===== src/rtl/bldc_pkg.sv =====
// Shared types and lookup tables for the BLDC commutator.
// Holds the FSM state enum, hall-to-step tables and the step-to-drive table.
package bldc_pkg;

  typedef enum logic [1:0] {
    ST_STOP        = 2'd0,
    ST_OPEN_LOOP   = 2'd1,
    ST_CLOSED_LOOP = 2'd2,
    ST_FAULT       = 2'd3
  } bldc_state_e;

  // Indexed by raw hall code; codes 0 and 7 are invalid and never looked up.
  localparam logic [2:0] HALL_CW_TABLE  [0:7] = '{3'd0, 3'd4, 3'd0, 3'd5, 3'd2, 3'd3, 3'd1, 3'd0};
  localparam logic [2:0] HALL_CCW_TABLE [0:7] = '{3'd0, 3'd1, 3'd3, 3'd2, 3'd5, 3'd0, 3'd4, 3'd0};

  // {high_sel[T,S,R], low_sel[T,S,R]} per commutation step.
  localparam logic [5:0] STEP_DRIVE_TABLE [0:7] = '{
    6'b001_010, 6'b001_100, 6'b010_100,
    6'b010_001, 6'b100_001, 6'b100_010,
    6'b000_000, 6'b000_000
  };

  function automatic logic hall_is_valid(input logic [2:0] hall);
    return (hall != 3'd0) && (hall != 3'd7);
  endfunction

  function automatic logic [2:0] hall_to_step(input logic [2:0] hall, input logic cw);
    return cw ? HALL_CW_TABLE[hall] : HALL_CCW_TABLE[hall];
  endfunction

  function automatic logic [2:0] step_advance(input logic [2:0] step, input logic cw);
    if (cw) return (step == 3'd5) ? 3'd0 : step + 3'd1;
    else    return (step == 3'd0) ? 3'd5 : step - 3'd1;
  endfunction

endpackage


===== src/rtl/bldc_commutator_if.sv =====
// Control, sensor and gate-drive bundle of the BLDC commutator.
interface bldc_commutator_if #(
  parameter int PWM_BITS = 8
);
  logic                tick_en;
  logic                enable;
  logic                dir;
  logic [PWM_BITS-1:0] duty;
  logic [2:0]          hall;
  logic [2:0]          hin;
  logic [2:0]          lin_n;
  logic [2:0]          comm_state;
  logic                running;
  logic [7:0]          speed_cnt;
  logic                fault;

  modport master (
    output tick_en, enable, dir, duty, hall,
    input  hin, lin_n, comm_state, running, speed_cnt, fault
  );

  modport slave (
    input  tick_en, enable, dir, duty, hall,
    output hin, lin_n, comm_state, running, speed_cnt, fault
  );
endinterface


===== src/rtl/bldc_deadtime.sv =====
// Blanks the gate drives for DEAD_CYCLES clocks on every change of target
// pattern; switching to all-off is immediate. Low side is PWM gated.
module bldc_deadtime #(
  parameter int DEAD_CYCLES = 4
) (
  input  logic       clk,
  input  logic       rst_n,
  input  logic [5:0] pattern,
  input  logic       pwm_on,
  output logic [2:0] hin,
  output logic [2:0] lin_n
);
  localparam int CNT_W = (DEAD_CYCLES < 2) ? 1 : $clog2(DEAD_CYCLES);
  localparam logic [CNT_W-1:0] RELOAD = CNT_W'((DEAD_CYCLES > 0) ? DEAD_CYCLES - 1 : 0);

  logic [5:0]       pattern_prev_reg;
  logic [CNT_W-1:0] dead_cnt_reg;
  logic [CNT_W-1:0] dead_cnt_next;
  logic             pattern_changed;
  logic             blanked;
  logic [5:0]       drive;

  assign pattern_changed = (pattern != pattern_prev_reg);

  // The change cycle itself is the first blanked cycle, so reload with one less.
  always_comb begin
    dead_cnt_next = dead_cnt_reg;
    if (pattern == 6'd0)
      dead_cnt_next = '0;
    else if (pattern_changed)
      dead_cnt_next = RELOAD;
    else if (dead_cnt_reg != '0)
      dead_cnt_next = dead_cnt_reg - 1'b1;
  end

  always_ff @(posedge clk or negedge rst_n) begin
    if (!rst_n) begin
      pattern_prev_reg <= '0;
      dead_cnt_reg     <= '0;
    end else begin
      pattern_prev_reg <= pattern;
      dead_cnt_reg     <= dead_cnt_next;
    end
  end

  assign blanked = (DEAD_CYCLES > 0) && (pattern_changed || (dead_cnt_reg != '0));
  assign drive   = blanked ? 6'd0 : pattern;
  assign hin     = drive[5:3];

  genvar gi;
  generate
    for (gi = 0; gi < 3; gi++) begin : g_low_gate
      assign lin_n[gi] = ~(drive[gi] & pwm_on);
    end
  endgenerate

endmodule


===== src/rtl/bldc_commutator.sv =====
// Six-step BLDC commutator: open-loop start-up, hall-driven closed loop,
// speed qualification, invalid-hall fault and dead-time protected PWM drive.
module bldc_commutator #(
  parameter int PWM_BITS       = 8,
  parameter int DEAD_CYCLES    = 4,
  parameter int OPEN_PERIOD    = 110,
  parameter int SPEED_WINDOW   = 2024,
  parameter int MIN_EDGES      = 2,
  parameter int BAD_HALL_TICKS = 8
) (
  input logic               clk,
  input logic               rst_n,
  bldc_commutator_if.slave  bus
);
  import bldc_pkg::*;

  localparam int STEP_W = (OPEN_PERIOD < 1) ? 1 : $clog2(OPEN_PERIOD + 1);
  localparam int WIN_W  = (SPEED_WINDOW < 2) ? 1 : $clog2(SPEED_WINDOW);
  localparam int BAD_W  = (BAD_HALL_TICKS < 2) ? 1 : $clog2(BAD_HALL_TICKS);

  bldc_state_e         state_reg, state_next;
  logic [2:0]          comm_reg, comm_next;
  logic [STEP_W-1:0]   step_cnt_reg, step_cnt_next;
  logic [BAD_W-1:0]    bad_cnt_reg, bad_cnt_next;

  logic [2:0]          hall_meta_reg, hall_sync_reg, hall_prev_reg;
  logic [7:0]          edge_cnt_reg, edge_cnt_inc;
  logic [WIN_W-1:0]    win_cnt_reg;
  logic [7:0]          speed_cnt_reg;
  logic                running_reg;
  logic [PWM_BITS-1:0] pwm_cnt_reg;

  logic                hall_edge;
  logic                pwm_on;
  logic [5:0]          target_pattern;
  logic [2:0]          hin_w, lin_n_w;

  always_ff @(posedge clk or negedge rst_n) begin
    if (!rst_n) begin
      hall_meta_reg <= '0;
      hall_sync_reg <= '0;
      pwm_cnt_reg   <= '0;
    end else begin
      hall_meta_reg <= bus.hall;
      hall_sync_reg <= hall_meta_reg;
      pwm_cnt_reg   <= pwm_cnt_reg + 1'b1;
    end
  end

  // Speed measurement: edges counted per tick, published at window end.
  assign hall_edge    = (hall_sync_reg != hall_prev_reg);
  assign edge_cnt_inc = (hall_edge && (edge_cnt_reg != 8'hFF)) ? edge_cnt_reg + 8'd1 : edge_cnt_reg;

  always_ff @(posedge clk or negedge rst_n) begin
    if (!rst_n) begin
      hall_prev_reg <= '0;
      edge_cnt_reg  <= '0;
      win_cnt_reg   <= '0;
      speed_cnt_reg <= '0;
      running_reg   <= 1'b0;
    end else if (bus.tick_en) begin
      hall_prev_reg <= hall_sync_reg;
      if (win_cnt_reg == WIN_W'(SPEED_WINDOW - 1)) begin
        win_cnt_reg   <= '0;
        edge_cnt_reg  <= '0;
        speed_cnt_reg <= edge_cnt_inc;
        running_reg   <= (edge_cnt_inc >= 8'(MIN_EDGES));
      end else begin
        win_cnt_reg  <= win_cnt_reg + 1'b1;
        edge_cnt_reg <= edge_cnt_inc;
      end
    end
  end

  always_ff @(posedge clk or negedge rst_n) begin
    if (!rst_n) begin
      state_reg    <= ST_STOP;
      comm_reg     <= '0;
      step_cnt_reg <= '0;
      bad_cnt_reg  <= '0;
    end else begin
      state_reg    <= state_next;
      comm_reg     <= comm_next;
      step_cnt_reg <= step_cnt_next;
      bad_cnt_reg  <= bad_cnt_next;
    end
  end

  always_comb begin
    state_next    = state_reg;
    comm_next     = comm_reg;
    step_cnt_next = step_cnt_reg;
    bad_cnt_next  = bad_cnt_reg;
    if (!bus.enable) begin
      state_next    = ST_STOP;
      step_cnt_next = '0;
      bad_cnt_next  = '0;
    end else begin
      case (state_reg)
        ST_STOP: begin
          state_next    = ST_OPEN_LOOP;
          comm_next     = 3'd0;
          step_cnt_next = '0;
        end
        ST_OPEN_LOOP: begin
          if (running_reg) begin
            state_next   = ST_CLOSED_LOOP;
            bad_cnt_next = '0;
          end else if (bus.tick_en) begin
            if (step_cnt_reg == STEP_W'(OPEN_PERIOD)) begin
              step_cnt_next = '0;
              comm_next     = step_advance(comm_reg, bus.dir);
            end else begin
              step_cnt_next = step_cnt_reg + 1'b1;
            end
          end
        end
        ST_CLOSED_LOOP: begin
          // Losing speed qualification falls back to forced stepping from the current step.
          if (!running_reg) begin
            state_next    = ST_OPEN_LOOP;
            step_cnt_next = '0;
          end else if (bus.tick_en) begin
            if (hall_is_valid(hall_sync_reg)) begin
              bad_cnt_next = '0;
              comm_next    = hall_to_step(hall_sync_reg, bus.dir);
            end else if (bad_cnt_reg == BAD_W'(BAD_HALL_TICKS - 1)) begin
              state_next = ST_FAULT;
            end else begin
              bad_cnt_next = bad_cnt_reg + 1'b1;
            end
          end
        end
        ST_FAULT: state_next = ST_FAULT;
        default:  state_next = ST_STOP;
      endcase
    end
  end

  assign target_pattern = ((state_reg == ST_OPEN_LOOP) || (state_reg == ST_CLOSED_LOOP))
                          ? STEP_DRIVE_TABLE[comm_reg] : 6'd0;
  assign pwm_on = (pwm_cnt_reg < bus.duty);

  bldc_deadtime #(
    .DEAD_CYCLES (DEAD_CYCLES)
  ) u_deadtime (
    .clk     (clk),
    .rst_n   (rst_n),
    .pattern (target_pattern),
    .pwm_on  (pwm_on),
    .hin     (hin_w),
    .lin_n   (lin_n_w)
  );

  assign bus.hin        = hin_w;
  assign bus.lin_n      = lin_n_w;
  assign bus.comm_state = comm_reg;
  assign bus.running    = running_reg;
  assign bus.speed_cnt  = speed_cnt_reg;
  assign bus.fault      = (state_reg == ST_FAULT);

endmodule


===== src/flat_wrapper.sv =====
// flat-port wrapper written by rule: the top's interface ports become plain ports
module bldc_commutator_flat import bldc_pkg::*;
#(
  parameter int PWM_BITS       = 8,
  parameter int DEAD_CYCLES    = 4,
  parameter int OPEN_PERIOD    = 110,
  parameter int SPEED_WINDOW   = 2024,
  parameter int MIN_EDGES      = 2,
  parameter int BAD_HALL_TICKS = 8
)
  (clk, rst_n, bus_tick_en, bus_enable, bus_dir, bus_duty, bus_hall, bus_hin, bus_lin_n, bus_comm_state, bus_running, bus_speed_cnt, bus_fault);
  bldc_commutator_if #(.PWM_BITS(PWM_BITS)) bus_i ();
  input logic clk;
  input logic rst_n;
  input wire logic [$bits(bus_i.tick_en)-1:0] bus_tick_en;
  input wire logic [$bits(bus_i.enable)-1:0] bus_enable;
  input wire logic [$bits(bus_i.dir)-1:0] bus_dir;
  input wire logic [$bits(bus_i.duty)-1:0] bus_duty;
  input wire logic [$bits(bus_i.hall)-1:0] bus_hall;
  output wire logic [$bits(bus_i.hin)-1:0] bus_hin;
  output wire logic [$bits(bus_i.lin_n)-1:0] bus_lin_n;
  output wire logic [$bits(bus_i.comm_state)-1:0] bus_comm_state;
  output wire logic [$bits(bus_i.running)-1:0] bus_running;
  output wire logic [$bits(bus_i.speed_cnt)-1:0] bus_speed_cnt;
  output wire logic [$bits(bus_i.fault)-1:0] bus_fault;
  assign bus_i.tick_en = bus_tick_en;
  assign bus_i.enable = bus_enable;
  assign bus_i.dir = bus_dir;
  assign bus_i.duty = bus_duty;
  assign bus_i.hall = bus_hall;
  assign bus_hin = bus_i.hin;
  assign bus_lin_n = bus_i.lin_n;
  assign bus_comm_state = bus_i.comm_state;
  assign bus_running = bus_i.running;
  assign bus_speed_cnt = bus_i.speed_cnt;
  assign bus_fault = bus_i.fault;
  bldc_commutator #(.PWM_BITS(PWM_BITS), .DEAD_CYCLES(DEAD_CYCLES), .OPEN_PERIOD(OPEN_PERIOD), .SPEED_WINDOW(SPEED_WINDOW), .MIN_EDGES(MIN_EDGES), .BAD_HALL_TICKS(BAD_HALL_TICKS)) u_core (.clk(clk), .rst_n(rst_n), .bus(bus_i));
endmodule

===== config.mk =====
export PLATFORM = sky130hd
export DESIGN_NAME = bldc_commutator_flat
export DESIGN_NICKNAME = d
export VERILOG_FILES = /design/src/rtl/bldc_pkg.sv /design/src/rtl/bldc_commutator_if.sv /design/src/rtl/bldc_deadtime.sv /design/src/rtl/bldc_commutator.sv /design/src/flat_wrapper.sv
export SDC_FILE = /design/constraint.sdc
export NUM_CORES = 1
export LEC_CHECK = 0
export ABC_AREA = 1
export CORE_UTILIZATION = 40
export DETAILED_ROUTE_END_ITERATION = 7
export GPL_TIMING_DRIVEN = 0
export PLACE_DENSITY = 0.66
export SETUP_SLACK_MARGIN = 0.02
export SLEW_MARGIN = 25
export SYNTH_ARGS = -nofsm -noshare
export SYNTH_HDL_FRONTEND = slang
export SYNTH_SLANG_ARGS = --single-unit

===== constraint.sdc =====
create_clock -name clk -period 1.95 [get_ports clk]
set_clock_uncertainty 0.1 [all_clocks]
set_input_delay 0.39 -clock clk [delete_from_list [all_inputs] [get_ports clk]]
set_output_delay 0.39 -clock clk [all_outputs]
set_load 0.01 [all_outputs]

# Word level (Yosys, flattened, before mapping)

Memories as Yosys holds them, arrays and structs flattened.
Index checks and enable logic that the tools add are counted.

Add/sub/neg operators: 8
Order comparisons: 4
Equality and inequality tests: 29
Multiplexer cells: 45
Bitwise operators: 8
Reduce and logical (&&, ||, !) cells: 16

Operators by type and width:

| cell                  | number |
|---|---|
| $mux 3                | 20 |
| $mux 7                | 5 |
| $mux 6                | 4 |
| $pmux 7 s3            | 1 |
| $mux 2                | 9 |
| $add 8x1->8 const B   | 2 |
| $mux 8                | 2 |
| $ne 3x3->1 const B    | 5 |
| $ne 4x4->1 const B    | 3 |
| $add 11x1->11 const B | 1 |
| $eq 11x11->1 const B  | 1 |
| $mux 11               | 1 |
| $pmux 3 s3            | 1 |
| $reduce_bool 3->1     | 3 |
| $ge 4x4->1 const B    | 2 |
| $ge 8x2->1 const B    | 1 |
| $lt 8x8->1            | 1 |
| $ne 8x8->1 const B    | 1 |
| $not 3->4             | 2 |
| $pmux 2 s4            | 1 |
| $reduce_and 4->1      | 2 |
| $reduce_and 8->1      | 1 |
| $add 7x1->7 const B   | 1 |
| $eq 7x7->1 const B    | 1 |
| other kinds (25)      | 39 |

Flip-flop bits (word level): 68
Bits in read-only memories: 96
Bits of input ports: 16
Output and inout port bits: 19
Logic and storage cells: 127
Memories kept: 3

Memories:

| name             | depth | width | rd ports | clocked after Yosys merged registers in | wr ports | RTL line               | source |
|---|---|---|---|---|---|---|---|
| (name not given) | 8     | 6     | 1        | 0                                       | 0        | bldc_commutator.sv:141 | `? STEP_DRIVE_TABLE[comm_reg] : 6'd0;` |
| (name not given) | 8     | 3     | 1        | 0                                       | 0        | bldc_pkg.sv:28         | `return cw ? HALL_CW_TABLE[hall] : HALL_CCW_TABLE[hall];` |
| (name not given) | 8     | 3     | 1        | 0                                       | 0        | bldc_pkg.sv:28         |  |

# Depth between registers and ports, before layout

Word-level depth: 10
Depth in mapped cells: 12
Gate-level depth less buffers: 12

# Hierarchy

Synthesis repeated with hierarchy kept, for this count alone.

Cell total of the unflattened synthesis: 507
Area, all modules: 4032.6 um^2

Modules (own cells, without submodules):

| module          | instances | cells each | area each (um^2) | sequential area each (um^2) |
|---|---|---|---|---|
| bldc_commutator | 1         | 437        | 3562.2           | 1501.4 |
| bldc_deadtime   | 1         | 70         | 470.5            | 200.2 |

# Least setup slack after synthesis

Ideal clock, no wire load.

Kind: register to output
Start point: reg u_core.state_reg[0]
End point: out bus_hin[0]
Arrival time: 1.691 ns
Data required time: 1.460 ns
Setup slack: -0.231 ns
Cell stages (with the launch flop): 10
Path buffers: 0
Cells stage by stage: dfrtp_1 -> inv_1 -> ha_1 -> nand3_1 -> xnor2_1 -> nor2_1 -> nand3_1 -> nor2_4 -> nand2_1 -> nor2_1

Longest elaborated chain between the ends: 6
Elaborated cells between the ends (all ways): 7
Those cells by class: 3 x eq/ne; 2 x mux; 2 x reduce/logical

Ends and longest elaborated chain:

| item                                            | RTL line               | source |
|---|---|---|
| from (decl)                                     | bldc_commutator.sv:21  | `bldc_state_e state_reg, state_next;` |
| from (signal assigned)                          | bldc_commutator.sv:82  | `state_reg <= state_next;` |
| $eq 2x1->1 / $eq 2x2->1 (equally long branches) | bldc_commutator.sv:140 | `assign target_pattern = ((state_reg == ST_OPEN_LOOP) \|\| (state_reg == ST_CLOSED_LOOP))` |
| $logic_or 1x1->1 *                              | bldc_commutator.sv:140 |  |
| $mux 6 *                                        | bldc_commutator.sv:141 |  |
| $ne 6x6->1                                      | bldc_deadtime.sv:23    | `assign pattern_changed = (pattern != pattern_prev_reg);` |
| $logic_or 1x1->1                                | bldc_deadtime.sv:46    | `assign blanked = (DEAD_CYCLES > 0) && (pattern_changed \|\| (dead_cnt_reg != '0));` |
| $mux 6 *                                        | bldc_deadtime.sv:47    | `assign drive = blanked ? 6'd0 : pattern;` |
| to (decl)                                       | flat_wrapper.sv:20     | `output wire logic [$bits(bus_i.hin)-1:0] bus_hin;` |

Every way passes the cells marked *; elsewhere a longest branch is shown, timed or not.

# Worst setup path in the final report

Start point: reg u_core.state_reg[0]
End point: out bus_hin[1]

Longest elaborated chain between the ends: 6
Elaborated cells between the ends (all ways): 7
Those cells by class: 3 x eq/ne; 2 x mux; 2 x reduce/logical

Ends and longest elaborated chain:

| item                                            | RTL line               | source |
|---|---|---|
| $eq 2x1->1 / $eq 2x2->1 (equally long branches) | bldc_commutator.sv:140 |  |
| $logic_or 1x1->1 *                              | bldc_commutator.sv:140 |  |
| $mux 6 *                                        | bldc_commutator.sv:141 |  |
| net u_core.target_pattern[1]                    | bldc_commutator.sv:35  | `logic [5:0] target_pattern;` |
| $ne 6x6->1 *                                    | bldc_deadtime.sv:23    |  |
| $logic_or 1x1->1 *                              | bldc_deadtime.sv:46    |  |
| $mux 6 *                                        | bldc_deadtime.sv:47    |  |

Mark *: on every way through the listed nets, which the timed path passes. The rest lies on a longest branch.

==> run_results.csv <==
group,metric,value,unit
outcome,outcome,"complete, but fails checks",
outcome,violations,"negative setup slack",
placed_design,dp_hpwl,6092,um
route,drtIter0Drc,154,
yosys,synthesis.nets,527,
clock_tree,cts_htree_levels,3,
sta,rsz0062_at_grt,"true",
placed_design,gp_congestion,0.8342,
min_path,min_path_type,"flip-flop to flip-flop",
sta,final-hold-violation-count,0,
critical_path,r2r-start,"u_core.state_reg[0]",
critical_path,reg2regPathDepth,10,
cells_and_area,stdcell_area,4964,sq um
critical_path,critPathLaunch,"u_core.state_reg[0]",
critical_path,worstSetupPathType,"flip-flop to output port",
min_path,min_path_cells,0,
power_and_ir_drop,power_frac_seq,33.9,%
clock_tree,clkTransAtPathRegs,0.07,ns
sta,slew_viol_final,0,
cells_and_area,drive_gt1_share,17.45,%
critical_path,slowest_delay,0.38,ns
cells_and_area,final_core_util,52.96,%
clock_tree,cts_buffers,9,
sta,setup_violations,6,
global_route,grt_pass1_vias,3250,
yosys,yosys.area.top_type_share,43.37,%
placed_design,place_inst,649,
sta,fmax,394.1,MHz
route,dr.pass1.iters,4,
power_and_ir_drop,p_comb_share,47.4,%
cells_and_area,final_cells,685,
floorplan,start_util,41.87,%
critical_path,endpoint_kind,"output port",
global_route,grt-ovfl-total,0,
cells_and_area,largest_reg_flops,11,
sta,layout_min_cycle_time,2.537,ns
placed_design,placed_area,4536,sq um
global_route,use_met2,30.19,%
critical_path,worstSetupStartpointType,"flip-flop",
critical_path,reg2reg_to,"u_core.step_cnt_reg[4]",
route,vias,3383,
yosys,synth_cell_type_count,42,
run,max_cap_viol_count,0,
yosys,avgSynthCellArea,8.090,sq um
cells_and_area,area_growth,26.50,%
yosys,synth_edf_count,0,
critical_path,crit_fanout,6,
sta,worst_slack,-0.5872,ns
clock_tree,root_buffer,"clkbuf_8",
yosys,synth_ff_type,"dfrtp_1",
yosys,syn_area,3924,sq um
yosys,yosys_warnings,0,
route,wire_per_inst,12.36,um
yosys,synthCells,485,
global_route,grt.busiest_layer,"met2",
power_and_ir_drop,p_per_area,1167,nW/um^2
sta,finalCritPeriodShare,130.1,%
clock_tree,numClockSinks,68,
yosys,synth_top_area_cell,"dfrtp_1",
critical_path,slowest_stage,"dfrtp_2",
cells_and_area,fin_nets,593,
power_and_ir_drop,p_leak,2.480,nW
power_and_ir_drop,switching_share,40.58,%
floorplan,rows,35,
floorplan,die_h,101.0,um
critical_path,crit_chain,"inv_2 -> ha_4 -> inv_2 -> a21oi_2 -> inv_2 -> nand2_1 -> nand3_2 -> nor2_4 -> nand2_4 -> nor2_4 -> buf_6",
cells_and_area,n_antenna_cell,0,
critical_path,cpMostUsedCell,"inv_2",
sta,worst_pin_slew,0.4774,ns
critical_path,r2r_slack,0.01,ns
power_and_ir_drop,switchingPower,0.002350,W
critical_path,required,1.46,ns
global_route,met1_usage,22.02,%
clock_tree,cts_tree,"done",
critical_path,crit_end,"bus_hin[1]",
route,post_drt_via_cell_ratio,4.939,
route,wl,8469,um
clock_tree,clock_latency,0.35,ns
yosys,synthTopCellsByArea,"dfrtp_1 43%, nand2_1 9.9%, ha_1 8.3%",
min_path,hp-start,"u_core.hall_meta_reg[2]",
power_and_ir_drop,ir_worst_vdd,0.0006281,V
floorplan,die_w,101.0,um
floorplan,io_pins,35,
placed_design,io_buffers,34,
route,antenna_left,0,
global_route,grt_use_total,17.53,%
power_and_ir_drop,p_clk_share,18.8,%
sta,whs,0.2480,ns
sta,relSlewSlack,67.93,%
yosys,synthArstFlopShare,100.0,%
yosys,ys_seq_elements,68,
power_and_ir_drop,intPower,0.003442,W
clock_tree,cts_buffer_depth,2,
global_route,antenna_found_initial,0,
critical_path,arrival,2.05,ns
global_route,grt_pass1_wl,14150,um
global_route,grt_max_degree,41,
yosys,seq_area_frac_synth,43.37,%
floorplan,core_area,9371,sq um
route,drc_errors,0,
yosys,synth.most_common_cell,"nand2_1",
yosys,synth.cells.most_frequent,"104 x nand2_1, 79 x inv_1, 68 x dfrtp_1",
floorplan,dieArea,10210,sq um
global_route,met3_usage,2.635,%
[timing repair]
| item | in CTS | in global routing |
|---|---|---|
| hold endpoints to repair | 28 | 0 |
| pin swaps | 11 | 10 |
| gates cloned | 0 | 0 |
| endpoints found under the setup margin | 18 | 36 |
| hold buffers | 1 | 0 |
| setup buffers | 11 | 8 |
| gates resized for setup | 36 | 22 |
[metal layers]
| metal | wire [um] | vias to the layer above |
|---|---|---|
| li1 | - | 1712 |
| met1 | 3948 | 1599 |
| met2 | 4091 | 60 |
| met3 | 299 | 12 |
| met4 | 129 | 0 |
| met5 | 0 | - |
[logic make-up (layout without fill, tap and decap cells)]
family	Yosys count	count (layout)	synth area share, %
compound gates	78	78	11.16
xor+xnor	18	18	4.018
fa+ha+maj	26	26	8.291
buf+inv	87	158	8.737
flops	68	68	43.37
mux	2	2	0.5421
simple gates	206	206	23.88
[cell type report]
| class | count | area (sq um) |
|---|---|---|
| fillers | 894 | 4408 |
| multi-input cells | 330 | 2058 |
| flip-flops and latches | 68 | 1708 |
| repair buffers | 55 | 506.7 |
| inverters | 82 | 317.8 |
| clock buffers | 15 | 176.4 |
| well taps | 129 | 161.4 |
| plain buffers | 5 | 30.03 |
| clock inverters | 1 | 5.005 |
[critical path, delay by kind of cell (launching register included)]
kind	cells	cell delay [ns]
buffers and inverters	4	0.30
AND/OR/NAND/NOR	5	0.52
AO/OA/AOI/OAI	1	0.15
flip-flops	1	0.38
adder cells (fa/ha/maj)	1	0.36
[through the flow]
step | total power (W) | setup TNS (ns) | worst slack, ns
final | 0.005792 | -3.362 | -0.5872
after global routing | 0.006235 | -4.389 | -0.6900
after CTS | 0.005624 | -3.347 | -0.5859
after detailed placement | 0.004253 | -9.345 | -0.8312
after global placement | 0.004188 | -141.34 | -2.194
after floorplan | 0.003705 | -0.6081 | -0.1425
[how the worst min path moves through the flow]
stage,end,slack [ns]
finish,u_core.hall_sync_reg[2],0.25
floorplan,u_core.bad_cnt_reg[0],-0.006
CTS,u_core.hall_sync_reg[2],0.25
global placement,u_core.hall_sync_reg[2],0.24
detailed placement,u_core.hall_sync_reg[2],0.24
global route,u_core.hall_sync_reg[2],0.26
[cells in the final DEF, fill, tap and decap left out, types with 12 or more instances in the layout]
cell               n
nor2_1            28
ha_1              21
o21ai_0           35
xor2_1            12
clkdlybuf4s50_1   24
clkbuf_8          12
nand2_1          102
a21oi_1           19
inv_1             75
buf_4             19
nand3_1           21
dfrtp_1           63
[power by group through the flow]
stage / Sequential, W / Clock, W / Combinational [W]
4_1_cts: 0.00196 / 0.00111 / 0.00255
6_report: 0.00196 / 0.00109 / 0.00274
2_1_floorplan: 0.00196 / 0 / 0.00175
3_5_place_dp: 0.00201 / 0 / 0.00224
5_1_grt: 0.00200 / 0.00117 / 0.00307
3_3_place_gp: 0.00200 / 0 / 0.00218
Note: power is estimated with default switching activity, not from simulation.
